**config.mk**
```make
export PLATFORM = sky130hd
export DESIGN_NAME = inject_buffer_flat
export DESIGN_NICKNAME = d
export VERILOG_FILES = /design/src/rtl/inject_buffer_if.sv /design/src/rtl/inject_buffer.sv /design/src/flat_wrapper.sv
export SDC_FILE = /design/constraint.sdc
export NUM_CORES = 1
export LEC_CHECK = 0
export BUFFER_PORTS_ARGS = -buffer_cell sky130_fd_sc_hd__buf_2
export CELL_PAD_IN_SITES_DETAIL_PLACEMENT = 0
export CELL_PAD_IN_SITES_GLOBAL_PLACEMENT = 1
export CORE_ASPECT_RATIO = 1.4
export CORE_UTILIZATION = 45
export DETAILED_ROUTE_END_ITERATION = 12
export PLACE_DENSITY = 0.78
export SLEW_MARGIN = 20
export SYNTH_ARGS = -nofsm -noshare
export SYNTH_HDL_FRONTEND = slang
export SYNTH_SLANG_ARGS = --single-unit
```
**constraint.sdc**
```tcl
create_clock -name clk -period 2 [get_ports clk]
set_input_delay 0.1 -clock clk [delete_from_list [all_inputs] [get_ports clk]]
set_output_delay 0.1 -clock clk [all_outputs]
set_load 0.05 [all_outputs]
```
**src/rtl/inject_buffer_if.sv**
```systemverilog
// Handshake bundle between the upstream data selector, the inject buffer and the router.
// The master modport is the selector/router side; the slave modport is the buffer.
interface inject_buffer_if #(
  parameter int unsigned WIDTH = 11
);
  logic [WIDTH-1:0] in_data;
  logic [WIDTH-1:0] out_data;
  logic             out_valid;
  logic             out_ready;
  logic             full;
  logic             overflow;

  modport master (
    output in_data,
    output out_ready,
    input  out_data,
    input  out_valid,
    input  full,
    input  overflow
  );

  modport slave (
    input  in_data,
    input  out_ready,
    output out_data,
    output out_valid,
    output full,
    output overflow
  );
endinterface

```
**src/rtl/inject_buffer.sv**
```systemverilog
// Edge-detecting packet injection FIFO between a data selector and a router.
// Optional INJECT_COUNT_EN adds a decimal popped-packet counter on a 7-segment digit.
module inject_buffer #(
  parameter int unsigned WIDTH = 11,
  parameter int unsigned DEPTH = 4
) (
  input logic            clk,
  input logic            rst,
  inject_buffer_if.slave bus
`ifdef INJECT_COUNT_EN
  ,
  output logic [6:0]     hex_count
`endif
);

  localparam int unsigned AW = $clog2(DEPTH);
  localparam int unsigned CW = AW + 1;

  typedef logic [WIDTH-1:0] pkt_t;

  pkt_t          prev_q;
  pkt_t          mem_q [DEPTH];
  logic [AW-1:0] wr_ptr_q, wr_ptr_d;
  logic [AW-1:0] rd_ptr_q, rd_ptr_d;
  logic [CW-1:0] count_q, count_d;
  logic          overflow_q, overflow_d;

  logic new_pkt;
  logic push;
  logic pop;
  logic is_full;
  logic not_empty;

  assign is_full   = (count_q == CW'(DEPTH));
  assign not_empty = (count_q != '0);

  // A packet is new when its flag rises or its payload changes while flagged.
  always_comb begin
    new_pkt = bus.in_data[WIDTH-1] &&
              (!prev_q[WIDTH-1] || (bus.in_data[WIDTH-2:0] != prev_q[WIDTH-2:0]));
    pop     = not_empty && bus.out_ready;
    push    = new_pkt && (!is_full || pop);
  end

  always_comb begin
    wr_ptr_d   = wr_ptr_q;
    rd_ptr_d   = rd_ptr_q;
    count_d    = count_q;
    overflow_d = overflow_q;

    if (push) wr_ptr_d = wr_ptr_q + AW'(1);
    if (pop)  rd_ptr_d = rd_ptr_q + AW'(1);

    unique case ({push, pop})
      2'b10:   count_d = count_q + CW'(1);
      2'b01:   count_d = count_q - CW'(1);
      default: count_d = count_q;
    endcase

    if (new_pkt && !push) overflow_d = 1'b1;
  end

  always_ff @(posedge clk or posedge rst) begin
    if (rst) begin
      prev_q     <= '0;
      wr_ptr_q   <= '0;
      rd_ptr_q   <= '0;
      count_q    <= '0;
      overflow_q <= 1'b0;
    end else begin
      prev_q     <= bus.in_data;
      wr_ptr_q   <= wr_ptr_d;
      rd_ptr_q   <= rd_ptr_d;
      count_q    <= count_d;
      overflow_q <= overflow_d;
    end
  end

  // Storage is cleared on reset so the head reads as zero when nothing is queued.
  always_ff @(posedge clk or posedge rst) begin
    if (rst) begin
      for (int unsigned i = 0; i < DEPTH; i++) mem_q[i] <= '0;
    end else if (push) begin
      mem_q[wr_ptr_q] <= bus.in_data;
    end
  end

  assign bus.out_data  = mem_q[rd_ptr_q];
  assign bus.out_valid = not_empty;
  assign bus.full      = is_full;
  assign bus.overflow  = overflow_q;

`ifdef INJECT_COUNT_EN
  logic [3:0] digit_q, digit_d;
  logic [6:0] seg;

  always_comb begin
    digit_d = digit_q;
    if (pop) digit_d = (digit_q == 4'd9) ? 4'd0 : digit_q + 4'd1;
  end

  always_ff @(posedge clk or posedge rst) begin
    if (rst) digit_q <= 4'd0;
    else     digit_q <= digit_d;
  end

  // Segments a..g from MSB to LSB, active-high here and inverted at the pin.
  always_comb begin
    seg = 7'b0000000;
    case (digit_q)
      4'd0:    seg = 7'b1111110;
      4'd1:    seg = 7'b0110000;
      4'd2:    seg = 7'b1101101;
      4'd3:    seg = 7'b1111001;
      4'd4:    seg = 7'b0110011;
      4'd5:    seg = 7'b1011011;
      4'd6:    seg = 7'b1011111;
      4'd7:    seg = 7'b1110000;
      4'd8:    seg = 7'b1111111;
      4'd9:    seg = 7'b1111011;
      default: seg = 7'b0000000;
    endcase
  end

  assign hex_count = ~seg;
`endif

endmodule

```
**src/flat_wrapper.sv**
```systemverilog
// flat-port wrapper written by rule: the top's interface ports become plain ports
module inject_buffer_flat 
#(
  parameter int unsigned WIDTH = 11,
  parameter int unsigned DEPTH = 4
)
  (clk, rst, bus_in_data, bus_out_ready, bus_out_data, bus_out_valid, bus_full, bus_overflow);
  inject_buffer_if #(.WIDTH(WIDTH)) bus_i ();
  input logic clk;
  input logic rst;
  input wire logic [$bits(bus_i.in_data)-1:0] bus_in_data;
  input wire logic [$bits(bus_i.out_ready)-1:0] bus_out_ready;
  output wire logic [$bits(bus_i.out_data)-1:0] bus_out_data;
  output wire logic [$bits(bus_i.out_valid)-1:0] bus_out_valid;
  output wire logic [$bits(bus_i.full)-1:0] bus_full;
  output wire logic [$bits(bus_i.overflow)-1:0] bus_overflow;
  assign bus_i.in_data = bus_in_data;
  assign bus_i.out_ready = bus_out_ready;
  assign bus_out_data = bus_i.out_data;
  assign bus_out_valid = bus_i.out_valid;
  assign bus_full = bus_i.full;
  assign bus_overflow = bus_i.overflow;
  inject_buffer #(.WIDTH(WIDTH), .DEPTH(DEPTH)) u_core (.clk(clk), .rst(rst), .bus(bus_i));
endmodule
```
# After elaboration in Yosys (flattened, before gate mapping)
# Cells that the tools add are included.
[word_totals]
regBits = 63
word_cells = 41
input_bits = 14
out_inout_bits = 14
[classes]
n_mux = 7
n_bitwise = 2
eq_ne = 4
n_reduce_logical = 12
addsub = 4
n_lt_le_gt_ge = 3
[op_table]
columns = ["op", "n"]
rows = [
  ["44-bit bitwise mux", 1],
  ["11-bit 2-to-1 mux", 3],
  ["11-bit binary-select mux with 2-bit select", 1],
  ["11-bit demux with 2-bit select", 1],
  ["10-bit inequality test", 1],
  ["3-bit greater-or-equal comparator, second input constant", 2],
  ["2-bit NOT with 3-bit output", 2],
  ["3-bit one-hot mux with 2 select lines", 1],
  ["1-bit logical AND", 5],
  ["2-bit by 1-bit adder with 2-bit output, second input constant", 2],
  ["3-bit by 1-bit adder with 3-bit output, second input constant", 1],
  ["3-bit equality test, second input constant", 1],
  ["1-bit logical NOT", 3],
  ["3-bit by 1-bit less-than comparator with 1-bit output, second input constant", 1],
  ["3-bit nonzero test", 1],
  ["3-bit by 1-bit subtractor with 3-bit output, second input constant", 1],
  ["2-bit by 1-bit equality test with 1-bit output, second input constant", 1],
  ["2-bit equality test, second input constant", 1],
  ["1-bit logical OR", 2],
  ["2-bit nonzero test", 1],
]

# Logic depth before layout (Yosys ltp)
# Gate-level depths: netlist of the first run.
[logic_depth]
ltp_word = 6
mapped_depth = 11
mapped_depth_nobuf = 10

# Worst setup path before layout of the first run
# OpenSTA, ideal clock, no wires.
[synth_path]
path_kind = "register to register"
start = "reg u_core.count_q[0]"
end = "reg u_core.count_q[2]"
arrival_ps = 2366
setup_time_ps = 79
synth_period_minus_slack_ps = 2445
t_required_ps = 1921
slack_ps = -445
stages_incl_launch_ff = 11
n_path_buf = 0
path_cell_list = "dfrtp_1 > inv_1 > and3_1 > nand2b_2 > nand3_2 > ha_1 > inv_1 > fa_1 > xor2_1 > nor2_1 > xor2_1"
[synth_between]
elab_chain_len = 6
elab_cells_between_ends = 12
cone_classes = "2 x add/sub; 3 x eq/ne; 1 x mux; 6 x reduce/logical"
[synth_rtl]
columns = ["item", "line", "source"]
rows = [
  ["start, declared", "inject_buffer.sv:25", "logic [CW-1:0] count_q, count_d;"],
  ["start signal, assigned", "inject_buffer.sv:74", "count_q <= count_d;"],
  ["3-bit equality test *", "inject_buffer.sv:34", "assign is_full = (count_q == CW'(DEPTH));"],
  ["via bus_full", "flat_wrapper.sv:15", "output wire logic [$bits(bus_i.full)-1:0] bus_full;"],
  ["1-bit logical NOT *", "inject_buffer.sv:42", "push = new_pkt && (!is_full || pop);"],
  ["1-bit logical OR *", "inject_buffer.sv:42", ""],
  ["1-bit logical AND *", "inject_buffer.sv:42", ""],
  ["2-bit by 1-bit equality test with 1-bit output / 2-bit equality test (equally long branches)", "inject_buffer.sv:54", "unique case ({push, pop})"],
  ["3-bit one-hot mux with 2 select lines / 2-bit nonzero test (equally long branches)", "n/a", ""],
]
# Mark *: on every way through the listed nets, which the timed path passes. The rest lies on a longest branch.
# A chain may end at the register's enable or synchronous reset.

# Final worst setup path of the first run
[layout_path]
start = "reg u_core.prev_q[6]"
end = "reg u_core.count_q[2]"
[layout_between]
elab_chain_len = 6
elab_cells_between_ends = 8
cone_classes = "3 x eq/ne; 1 x mux; 4 x reduce/logical"
[layout_rtl]
columns = ["item", "line", "source"]
rows = [
  ["start, declared", "inject_buffer.sv:21", "pkt_t prev_q;"],
  ["start signal, assigned", "inject_buffer.sv:71", "prev_q <= bus.in_data;"],
  ["10-bit inequality test *", "inject_buffer.sv:40", "(!prev_q[WIDTH-1] || (bus.in_data[WIDTH-2:0] != prev_q[WIDTH-2:0]));"],
  ["1-bit logical OR *", "inject_buffer.sv:40", ""],
  ["1-bit logical AND *", "inject_buffer.sv:39", "new_pkt = bus.in_data[WIDTH-1] &&"],
  ["1-bit logical AND *", "inject_buffer.sv:42", ""],
  ["2-bit by 1-bit equality test with 1-bit output / 2-bit equality test (equally long branches)", "inject_buffer.sv:54", ""],
  ["3-bit one-hot mux with 2 select lines / 2-bit nonzero test (equally long branches)", "n/a", ""],
]
# Every way passes the cells marked *; elsewhere a longest branch is shown, timed or not.

==> results.py, run 1 <==
metrics = {
    "timing": {
        "post-route-period-util_pct": 111.1,
        "clock_skew_ns": 0.009163,
        "fmax_mhz": 449.9,
        "fin_crit_ns": 2.223,
        "tightest_slew_ns": 0.4103,
        "max_slew_margin_pct": 72.65,
        "setup_slack_ns": -0.2227,
        "whs_ns": 0.01961,
        "setup_viol": 43,
        "drv_slew": 0,
        "hold_viol_final": 0,
        "rsz0062_at_grt": "true",
    },
    "flow_run": {
        "maxCapViolCount": 0,
    },
    "placement": {
        "port-buffer-count": 27,
        "dp_slack_ns": -0.1971,
        "dp.cells": 285,
        "gp_congestion": 0.7608,
        "dpl.hpwl_mm": 4.054,
    },
    "clock_tree": {
        "cts_tree": "yes",
        "cts_sinks": 63,
        "path_clk_slew_ns": 0.06,
        "worst_skew_pair.late_latency_ns": 0.34,
        "clock_path_buffers": 2,
        "cts_max_level": 3,
        "numCtsBuffers": 9,
        "root_buffer": "clkbuf_8",
    },
    "synth": {
        "netlist_area_sq_mm": 0.002968,
        "synthXorXnorAreaFrac_pct": 4.722,
        "synth_cell_types": 26,
        "synth_top_family_by_area": "multiplexers",
        "synth_fp_nets": 192,
        "synth_top_area_share_pct": 53.12,
        "synth_fa_ha_area_share_pct": 2.782,
        "synth_cells": 172,
        "synth_area_leader_cell": "dfrtp_1",
        "synth_compound_area_share_pct": 0.2951,
        "yosysWarnings": 0,
        "ys_ff_latch": 63,
        "seq_area_frac_synth_pct": 53.12,
        "muxShareOfSynthArea_pct": 28.79,
        "synth.top_cells.by_area": "dfrtp_1 (53%), mux2_4 (18%), mux4_2 (8.3%), xnor2_1 (3.8%), nand4_4 (2.9%)",
        "synthSimpleGateAreaFrac_pct": 6.029,
        "syn_area_per_cell_sq_um": 17.25,
    },
    "min_path": {
        "min_path_type": "input port to flip-flop",
    },
    "global_routing": {
        "grt_usage_pct": 19.41,
        "overflow": 0,
        "grt_pass1_vias": 1924,
        "antenna_found_initial": 0,
        "grt_pass1_wl_mm": 9.908,
        "grt_max_degree": 33,
    },
    "worst_setup_path": {
        "worstSetupPathType": "flip-flop to flip-flop",
        "worstSetupStartpointType": "flip-flop",
        "cp-end-kind": "flip-flop",
        "crit_fanout": 2,
        "cp.required_ns": 2.26,
        "cp_data_arrival_time_ns": 2.48,
    },
    "die": {
        "die_x_um": 70.64,
        "num_rows": 34,
        "die_h_um": 98.09,
        "core_area_sq_mm": 0.006296,
        "dieArea_sq_mm": 0.006929,
        "initial_core_util_pct": 47.14,
        "io_pins": 28,
    },
    "route": {
        "drc": 6,
        "drt-pass1-iter-count": 8,
        "vias": 1635,
        "ant_nets": 0,
        "wirelength_mm": 6.046,
        "viasPerCell": 5.190,
        "first_iter_violations": 64,
        "wire_per_inst_um": 19.19,
    },
    "final_layout": {
        "area_delta_synth_final_pct": 26.10,
        "fin_nets": 258,
        "fin_cells": 315,
        "num_antenna_cells": 0,
        "drive_above_1_share_pct": 57.61,
    },
    "power": {
        "power_leakage_nw": 1.774,
        "p_per_area_mw_per_mm2": 1783,
        "worst_ir_drop_vdd_uv": 936.4,
        "p_total_mw": 6.672,
    },
    "outcome": {
        "status": "finished, violations left",
        "violations": "design-rule violations, negative setup slack",
    },
}
[final timing paths]
path	cells past startpoint	endpoint	start	slack, ns
setup reg to reg	10	u_core.count_q[2]	u_core.prev_q[6]	-0.22
max in group asynchronous	4	u_core.rd_ptr_q[0]	rst	1.28
hold reg to reg	1	u_core.mem_q[21]	u_core.mem_q[21]	0.47
hold / removal	2	u_core.prev_q[2]	bus_in_data[2]	0.02
setup / recovery	10	u_core.count_q[2]	u_core.prev_q[6]	-0.22
min in group asynchronous	4	u_core.mem_q[16]	rst	0.39
[through the flow]
stage                     utilization, %  TNS [ns]  area, sq um
after detailed placement           52.35   -0.8729         3296
final                              59.44    -4.707         3742
after floorplan                        -   -0.1547         3000
after CTS                          58.21    -1.040         3665
after global routing               59.44    -5.568         3742
after global placement             52.35   -0.7903         3296
[Yosys cell counts]
cell	n
dfrtp_1	63
mux2_4	36
xnor2_1	13
mux4_2	11
inv_1	7
ha_1	5
mux2_1	5
buf_12	4
nand2b_1	4
nand4_4	4
xor2_1	3
nand4_1	2
or3_1	2
a31o_1	1
and2_1	1
and3_1	1
buf_1	1
buf_2	1
buf_6	1
fa_1	1
mux2i_1	1
nand2_1	1
nand2b_2	1
nand3_1	1
nand3_2	1
nor2_1	1
[critical path, stage by stage, from the launching register on]
cell     delay, ns
dfrtp_1       0.42
xnor2_2       0.19
nand4_1       0.13
or3_4         0.42
nand3_4       0.08
ha_4          0.14
inv_2         0.03
fa_2          0.33
xor2_1        0.15
nor2_1        0.12
xor2_1        0.16
[repair_timing]
action,CTS,global route
hold buffers,2,0
buffers inserted,8,4
setup endpoints to repair,42,44
gates cloned,0,0
pin swaps,8,0
resized for setup,1,9
endpoints found under the hold margin,64,0
[cell type report]
cell class              count  area (sq um)
well taps                  72         90.09
clock inverters             3         40.04
clock buffers              13         168.9
flip-flops and latches     63          1578
fillers                   482          2554
repair buffers             62         518.0
multi-input cells          95          1321
inverters                   7         26.28
[layout by cell type, fill, tap and decap left out, drive strengths merged, types with 2 or more instances in the layout]
cell,count
clkinv,2
or3,2
nand2b,5
buf,60
xor2,3
nand3,2
mux4,11
dlygate4sd3,2
inv,7
clkbuf,13
nand4,6
mux2,41
dfrtp,63
xnor2,13
ha,5
[routing by layer]
| layer | routed length [um] | vias up | global-route usage [%] | share of wire, % |
|---|---|---|---|---|
| met5 | 0 | - | 0 | 0 |
| met2 | 3267 | 29 | 34.50 | 54 |
| met1 | 2495 | 857 | 21.85 | 41 |
| met4 | 110 | 0 | 7.077 | 1.8 |
| met3 | 172 | 11 | 5.882 | 2.8 |
| li1 | - | 738 | - | - |
[power by group]
part / switching (mW) / internal, mW
registers: 0.372 / 1.80
clock network: 0.477 / 0.674
logic: 1.68 / 1.67
total: 2.53 / 4.14
[state kept, by name (all words and copies together), names as in the netlist]
name,cells
u_core.wr_ptr_q,2
u_core.rd_ptr_q,2
u_core.bus.overflow,1
u_core.mem_q,44
u_core.prev_q,11
u_core.count_q,3
[logic make-up after synthesis]
logic type | count (synthesis)
mux | 53
flops | 63
fa+ha+maj | 6
compound gates | 1
xor+xnor | 16
simple gates | 19
buf+inv | 14
Power figures use the tool's default switching activity.
==> inputs of run 2 (changes only) <==
--- a/config.mk
+++ b/config.mk
@@ -9,9 +9,10 @@
 export CELL_PAD_IN_SITES_DETAIL_PLACEMENT = 0
 export CELL_PAD_IN_SITES_GLOBAL_PLACEMENT = 1
 export CORE_ASPECT_RATIO = 1.4
-export CORE_UTILIZATION = 45
+export CORE_UTILIZATION = 35
+export CTS_BUF_LIST = sky130_fd_sc_hd__clkbuf_8 sky130_fd_sc_hd__clkbuf_16
 export DETAILED_ROUTE_END_ITERATION = 12
-export PLACE_DENSITY = 0.78
+export PLACE_DENSITY = 0.64
 export SLEW_MARGIN = 20
 export SYNTH_ARGS = -nofsm -noshare
 export SYNTH_HDL_FRONTEND = slang
==> run 2 against run 1 <==
  * The run ends with negative setup slack left
  * Utilization decreased by 13 points
  * Via count decreased by 3.7%
  * Hold slack improved by 0.025 ns
  * Clock power rose by 22%
  * Worst setup slack better by 0.10 ns
  * Routed wire length is 7.9% lower
  * Combinational power decreased by 4%
  * Clock skew fell by 0.0051 ns
  * Critical path depth unchanged
  * Non-clock buffer count down 6
  * Global-route usage shrank 4.5 points
  * Critical endpoint unchanged
  * Largest power group unchanged
==> results.py, run 2 (synthesis results as in run 1) <==
metrics = {
    "min_path": {
        "min_path_type": "input port to flip-flop",
    },
    "outcome": {
        "status": "finished, violations left",
        "violations": "negative setup slack",
    },
    "route": {
        "ant_nets": 0,
        "viasPerCell": 4.646,
        "wirelength_mm": 5.566,
        "drc": 0,
        "wire_per_inst_um": 16.42,
        "vias": 1575,
        "drt-pass1-iter-count": 4,
        "first_iter_violations": 60,
    },
    "timing": {
        "tightest_slew_ns": 0.3136,
        "drv_slew": 0,
        "finalSetupTns_ns": -0.1197,
        "hold_viol_final": 0,
        "clock_skew_ns": 0.004072,
        "setup_viol": 1,
        "setup_slack_ns": -0.1197,
        "rsz0062_at_grt": "true",
        "post-route-period-util_pct": 106.0,
        "fmax_mhz": 471.8,
        "fin_crit_ns": 2.120,
        "max_slew_margin_pct": 79.10,
    },
    "final_layout": {
        "top_register": "u_core.mem_q",
        "post-route-util_pct": 46.14,
        "drive_above_1_share_pct": 54.43,
        "fin_nets": 252,
        "layout_common_cells": "dfrtp_1 (63), mux2_4 (36), buf_2 (27)",
        "fin_cells": 339,
        "register_area_sq_mm": 0.001577,
        "num_antenna_cells": 0,
        "area_delta_synth_final_pct": 27.45,
        "multi_input_area_sq_mm": 0.001325,
        "largest_reg_flops": 44,
        "fillers": 742,
        "top_regs": "u_core.mem_q x44, u_core.prev_q x11, u_core.count_q x3",
        "layout_commonest_cell": "dfrtp_1",
    },
    "worst_setup_path": {
        "path_delay_family": "simple AND/OR/NAND/NOR gates",
        "cp_data_arrival_time_ns": 2.32,
        "path_cells": "xnor2_2 -> nand3_1 -> or3_4 -> nand3_4 -> ha_4 -> inv_2 -> fa_2 -> xor2_1 -> nor2_1 -> xor2_1",
        "path_buf_inv": 1,
        "worstSetupStartpointType": "flip-flop",
        "crit_fanout": 2,
        "worstSetupPathType": "flip-flop to flip-flop",
        "slowest_stage": "or3_4",
        "crit_top_cell": "xor2_1",
        "cp.required_ns": 2.20,
        "critPathMaxStageDelay_ns": 0.40,
        "cp-end-kind": "flip-flop",
    },
    "clock_tree": {
        "root_buffer": "clkbuf_16",
        "cts_tree": "yes",
        "cts_max_level": 3,
        "worst_skew_pair.late_latency_ns": 0.32,
        "clock_path_buffers": 2,
        "cts_sinks": 63,
        "numCtsBuffers": 9,
        "path_clk_slew_ns": 0.05,
    },
    "power": {
        "p_sw_mw": 2.463,
        "combPwrFrac_pct": 47.8,
        "p_per_area_mw_per_mm2": 1776,
        "worst_ir_drop_vdd_uv": 978.8,
        "power.share.clock_pct": 20.8,
        "power_leakage_nw": 1.784,
        "p_sw_share_pct": 36.66,
        "seqPwrFrac_pct": 31.5,
        "p_int_mw": 4.255,
        "p_total_mw": 6.718,
    },
    "global_routing": {
        "antenna_found_initial": 0,
        "grt_pass1_vias": 1798,
        "grt_usage_pct": 14.95,
        "overflow": 0,
        "grt_pass1_wl_mm": 9.570,
        "grt_max_degree": 59,
    },
    "die": {
        "num_rows": 39,
        "die_x_um": 79.83,
        "die_h_um": 111.0,
        "core_area_sq_mm": 0.008198,
        "io_pins": 28,
        "dieArea_sq_mm": 0.008857,
        "initial_core_util_pct": 36.20,
    },
    "placement": {
        "gp_congestion": 0.7532,
        "port-buffer-count": 27,
        "dp.cells": 318,
        "dpl.hpwl_mm": 3.755,
    },
    "flow_run": {
        "maxCapViolCount": 0,
    },
}
## run 2: per-stage QoR
step	cell area, sq um	worst slack (ns)	hold slack, ns
6_report	3782	-0.1197	0.04507
5_1_grt	3782	-0.2503	0.04472
4_1_cts	3775	-0.1465	0.03917
3_5_place_dp	3431	-0.1760	0.008850
3_3_place_gp	3431	-0.1481	0.008169
2_1_floorplan	3000	-0.1310	0.1314
## run 2: worst reg2reg max path: stages, from the launching register on
cell and delay, ns:
dfrtp_1 0.39, xnor2_2 0.18, nand3_1 0.10, or3_4 0.40, nand3_4 0.08, ha_4 0.13, inv_2 0.03, fa_2 0.33
xor2_1 0.14, nor2_1 0.06, xor2_1 0.15
## run 2: final cells by class
class	instances	share of cell area, %
clock buffers	11	6.682
clock inverters	5	0.4962
inverters	7	0.6947
multi-input cells	95	35.03
flip-flops and latches	63	41.68
well taps	102	3.374
repair buffers	56	12.04
## run 2: final timing paths
kind | start | endpoint | depth (start not counted) | slack [ns]
hold / removal | bus_in_data[7] | u_core.prev_q[7] | 2 | 0.05
setup reg to reg | u_core.prev_q[4] | u_core.count_q[2] | 10 | -0.12
min in group asynchronous | rst | u_core.wr_ptr_q[0] | 3 | 0.21
setup / recovery | u_core.prev_q[4] | u_core.count_q[2] | 10 | -0.12
max in group asynchronous | rst | u_core.prev_q[0] | 4 | 1.25
hold reg to reg | u_core.mem_q[21] | u_core.mem_q[21] | 1 | 0.46
## run 2: timing repair
item,4_1_cts,5_1_grt
pin swaps,2,4
endpoints found under the hold margin,63,0
hold buffers,1,0
endpoints found under the setup margin,33,40
resized for setup,4,0
buffers inserted,3,1
## run 2: per-layer routing
metal	vias up	part of all wire, %	routed length (um)	GRT usage, %
li1	727	-	-	-
met1	813	47	2595	20.06
met2	27	48	2666	22.11
met3	8	3.5	195	4.444
met4	0	2.0	109	6.786
met5	-	0	0	0
## run 2: power by group through the flow
stage / combinational (mW) / clock, mW / sequential, mW
global route: 3.41 / 1.50 / 2.18
global placement: 3.18 / 0 / 2.12
CTS: 3.25 / 1.43 / 2.11
finish: 3.21 / 1.40 / 2.11
floorplan: 2.57 / 0 / 2.06
detailed placement: 3.19 / 0 / 2.12
==> inputs of run 3 (changes only) <==
--- a/config.mk
+++ b/config.mk
@@ -12,7 +12,8 @@
 export CORE_UTILIZATION = 35
 export CTS_BUF_LIST = sky130_fd_sc_hd__clkbuf_8 sky130_fd_sc_hd__clkbuf_16
 export DETAILED_ROUTE_END_ITERATION = 12
-export PLACE_DENSITY = 0.64
+export PLACE_DENSITY = 0.62
+export SETUP_SLACK_MARGIN = 0.05
 export SLEW_MARGIN = 20
 export SYNTH_ARGS = -nofsm -noshare
 export SYNTH_HDL_FRONTEND = slang
==> constraint.sdc (replaced) <==
create_clock -name clk -period 2.4 [get_ports clk]
set_input_delay 0.12 -clock clk [delete_from_list [all_inputs] [get_ports clk]]
set_output_delay 0.12 -clock clk [all_outputs]
set_load 0.05 [all_outputs]
==> run 3 against run 2 <==
  * The flow now finishes without violations
  * Hold slack lost 0.038 ns
  * Utilization is 2.3 points lower
  * Final cell count is 4.1% lower
  * Die area unchanged
  * Critical endpoint unchanged
==> results.py, run 3 (synthesis results as in run 1) <==
metrics = {
    "die": {
        "num_rows": 39,
        "core_area_sq_mm": 0.008198,
        "io_pins": 28,
        "dieArea_sq_mm": 0.008857,
        "initial_core_util_pct": 36.20,
        "die_h_um": 111.0,
        "die_x_um": 79.83,
    },
    "timing": {
        "fin_crit_ns": 2.167,
        "hold_viol_final": 0,
        "setup_slack_ns": 0.2329,
        "clock_skew_ns": 0.004869,
        "whs_ns": 0.007412,
        "setup_viol": 0,
        "tightest_slew_ns": 0.6570,
        "drv_slew": 0,
        "finalSetupTns_ns": 0,
        "post-route-period-util_pct": 90.30,
        "rsz0062_at_grt": "false",
        "max_slew_margin_pct": 56.14,
        "fmax_mhz": 461.4,
    },
    "clock_tree": {
        "worst_skew_pair.late_latency_ns": 0.32,
        "path_clk_slew_ns": 0.05,
        "cts_sinks": 63,
        "numCtsBuffers": 9,
        "cts_max_level": 3,
        "cts_tree": "yes",
        "root_buffer": "clkbuf_16",
        "clock_path_buffers": 2,
    },
    "placement": {
        "dp_slack_ns": 0.03375,
        "placed_cell_area_sq_mm": 0.003182,
        "port-buffer-count": 27,
        "dpl.hpwl_mm": 3.480,
        "gp_congestion": 0.7109,
    },
    "route": {
        "ant_nets": 0,
        "first_iter_violations": 55,
        "wl_met2_mm": 2.550,
        "vias": 1523,
        "wire_per_inst_um": 16.86,
        "drc": 0,
        "drt-pass1-iter-count": 4,
        "viasPerCell": 4.686,
        "wl_met1_mm": 2.583,
        "top_layer_used": "met4",
        "wl_met3_um": 177,
        "wirelength_mm": 5.478,
    },
    "power": {
        "worst_ir_drop_vdd_uv": 789.6,
        "power_leakage_nw": 1.654,
        "p_per_area_mw_per_mm2": 1510,
    },
    "final_layout": {
        "num_antenna_cells": 0,
        "fin_nets": 238,
        "fillers": 760,
        "layout_commonest_cell": "dfrtp_1",
        "top_regs": "u_core.mem_q x44, u_core.prev_q x11, u_core.count_q x3",
        "multi_input_area_sq_mm": 0.001301,
        "register_area_sq_mm": 0.001577,
        "area_delta_synth_final_pct": 21.04,
        "drive_above_1_share_pct": 47.53,
        "fin_area_sq_mm": 0.003592,
        "layout_common_cells": "dfrtp_1 (63), mux2_4 (36), buf_2 (27)",
        "largest_reg_flops": 44,
        "top_register": "u_core.mem_q",
    },
    "min_path": {
        "worstHoldStart": "bus_in_data[9]",
        "min_to": "u_core.prev_q[9]",
        "holdPathStages": 1,
        "min_path_type": "input port to flip-flop",
    },
    "global_routing": {
        "grt_usage_pct": 14.37,
        "antenna_found_initial": 0,
        "grt_pass1_wl_mm": 9.246,
        "overflow": 0,
        "grt_pass1_vias": 1713,
        "grt_max_degree": 36,
    },
    "worst_setup_path": {
        "worstSetupStartpointType": "flip-flop",
        "cp_data_arrival_time_ns": 2.42,
        "cp-end-kind": "flip-flop",
        "path_cells": "xnor2_1 -> nand4_1 -> or3_4 -> nand3_4 -> ha_4 -> inv_1 -> fa_2 -> xor2_1 -> nor2_1 -> xor2_1",
        "critPathMaxStageDelay_ns": 0.43,
        "cp.required_ns": 2.65,
        "slowest_stage": "or3_4",
        "crit_top_cell": "xor2_1",
        "crit_fanout": 3,
        "reg2reg_from": "u_core.prev_q[6]",
        "reg2reg_depth": 10,
        "reg2reg_to": "u_core.count_q[2]",
        "worstSetupPathType": "flip-flop to flip-flop",
        "ff2ff_setup_slack_ns": 0.23,
    },
    "outcome": {
        "status": "finished, final reports clean",
    },
    "flow_run": {
        "maxCapViolCount": 0,
    },
}
[run 3: how the worst max path moves through the flow]
stage | to | startpoint | depth (start not counted) | slack [ns]
2_1_floorplan | u_core.count_q[2] | u_core.count_q[0] | 10 | 0.16
3_3_place_gp | u_core.count_q[2] | u_core.prev_q[4] | 10 | 0.08
3_5_place_dp | u_core.count_q[2] | u_core.prev_q[4] | 10 | 0.03
4_1_cts | u_core.count_q[2] | u_core.prev_q[4] | 10 | 0.08
5_1_grt | u_core.count_q[2] | u_core.prev_q[6] | 10 | 0.09
6_report | u_core.count_q[2] | u_core.prev_q[6] | 10 | 0.23
[run 3: timing repair]
action | CTS | global route
hold endpoints to repair | 36 | 0
resized for setup | 1 | 5
gates cloned | 0 | 0
endpoints found under the setup margin | 1 | 1
setup buffers | 0 | 1
hold buffers | 9 | 0
pin swaps | 0 | 7
[run 3: area by class of cell]
class / instances / area share, %
inverters: 7 / 0.7315
flip-flops and latches: 63 / 43.89
clock inverters: 5 / 0.6966
repair buffers: 42 / 7.872
well taps: 102 / 3.553
multi-input cells: 95 / 36.22
clock buffers: 11 / 7.036
[run 3: report_power, final]
| group | internal [mW] | switching, mW | leakage (nW) |
|---|---|---|---|
| sequential | 1.50 | 0.309 | 0.729 |
| combinational | 1.15 | 1.28 | 0.781 |
| clock | 0.743 | 0.450 | 0.144 |
[run 3: worst max-delay path: cells and delay by family (launching register included)]
kind                       cells  cell delay (ns)
DFF                            1             0.37
adders and majority gates      2             0.47
buffers and inverters          1             0.05
xor gates and xnor gates       3             0.44
and+or+nand+nor                4             0.76
[run 3: metal layers]
layer | global-route usage, % | up-vias
li1 | - | 706
met5 | 0 | -
met4 | 8.452 | 0
met2 | 20.57 | 37
met3 | 2.716 | 12
met1 | 20.05 | 768
[run 3: stage by stage]
| step | power [mW] | utilization (%) | std cells |
|---|---|---|---|
| floorplan | 3.829 | - | 172 |
| global placement | 4.215 | 38.81 | 299 |
| detailed placement | 4.237 | 38.81 | 299 |
| CTS | 5.460 | 43.39 | 324 |
| global route | 5.713 | 43.82 | 325 |
| finish | 5.424 | 43.82 | 325 |
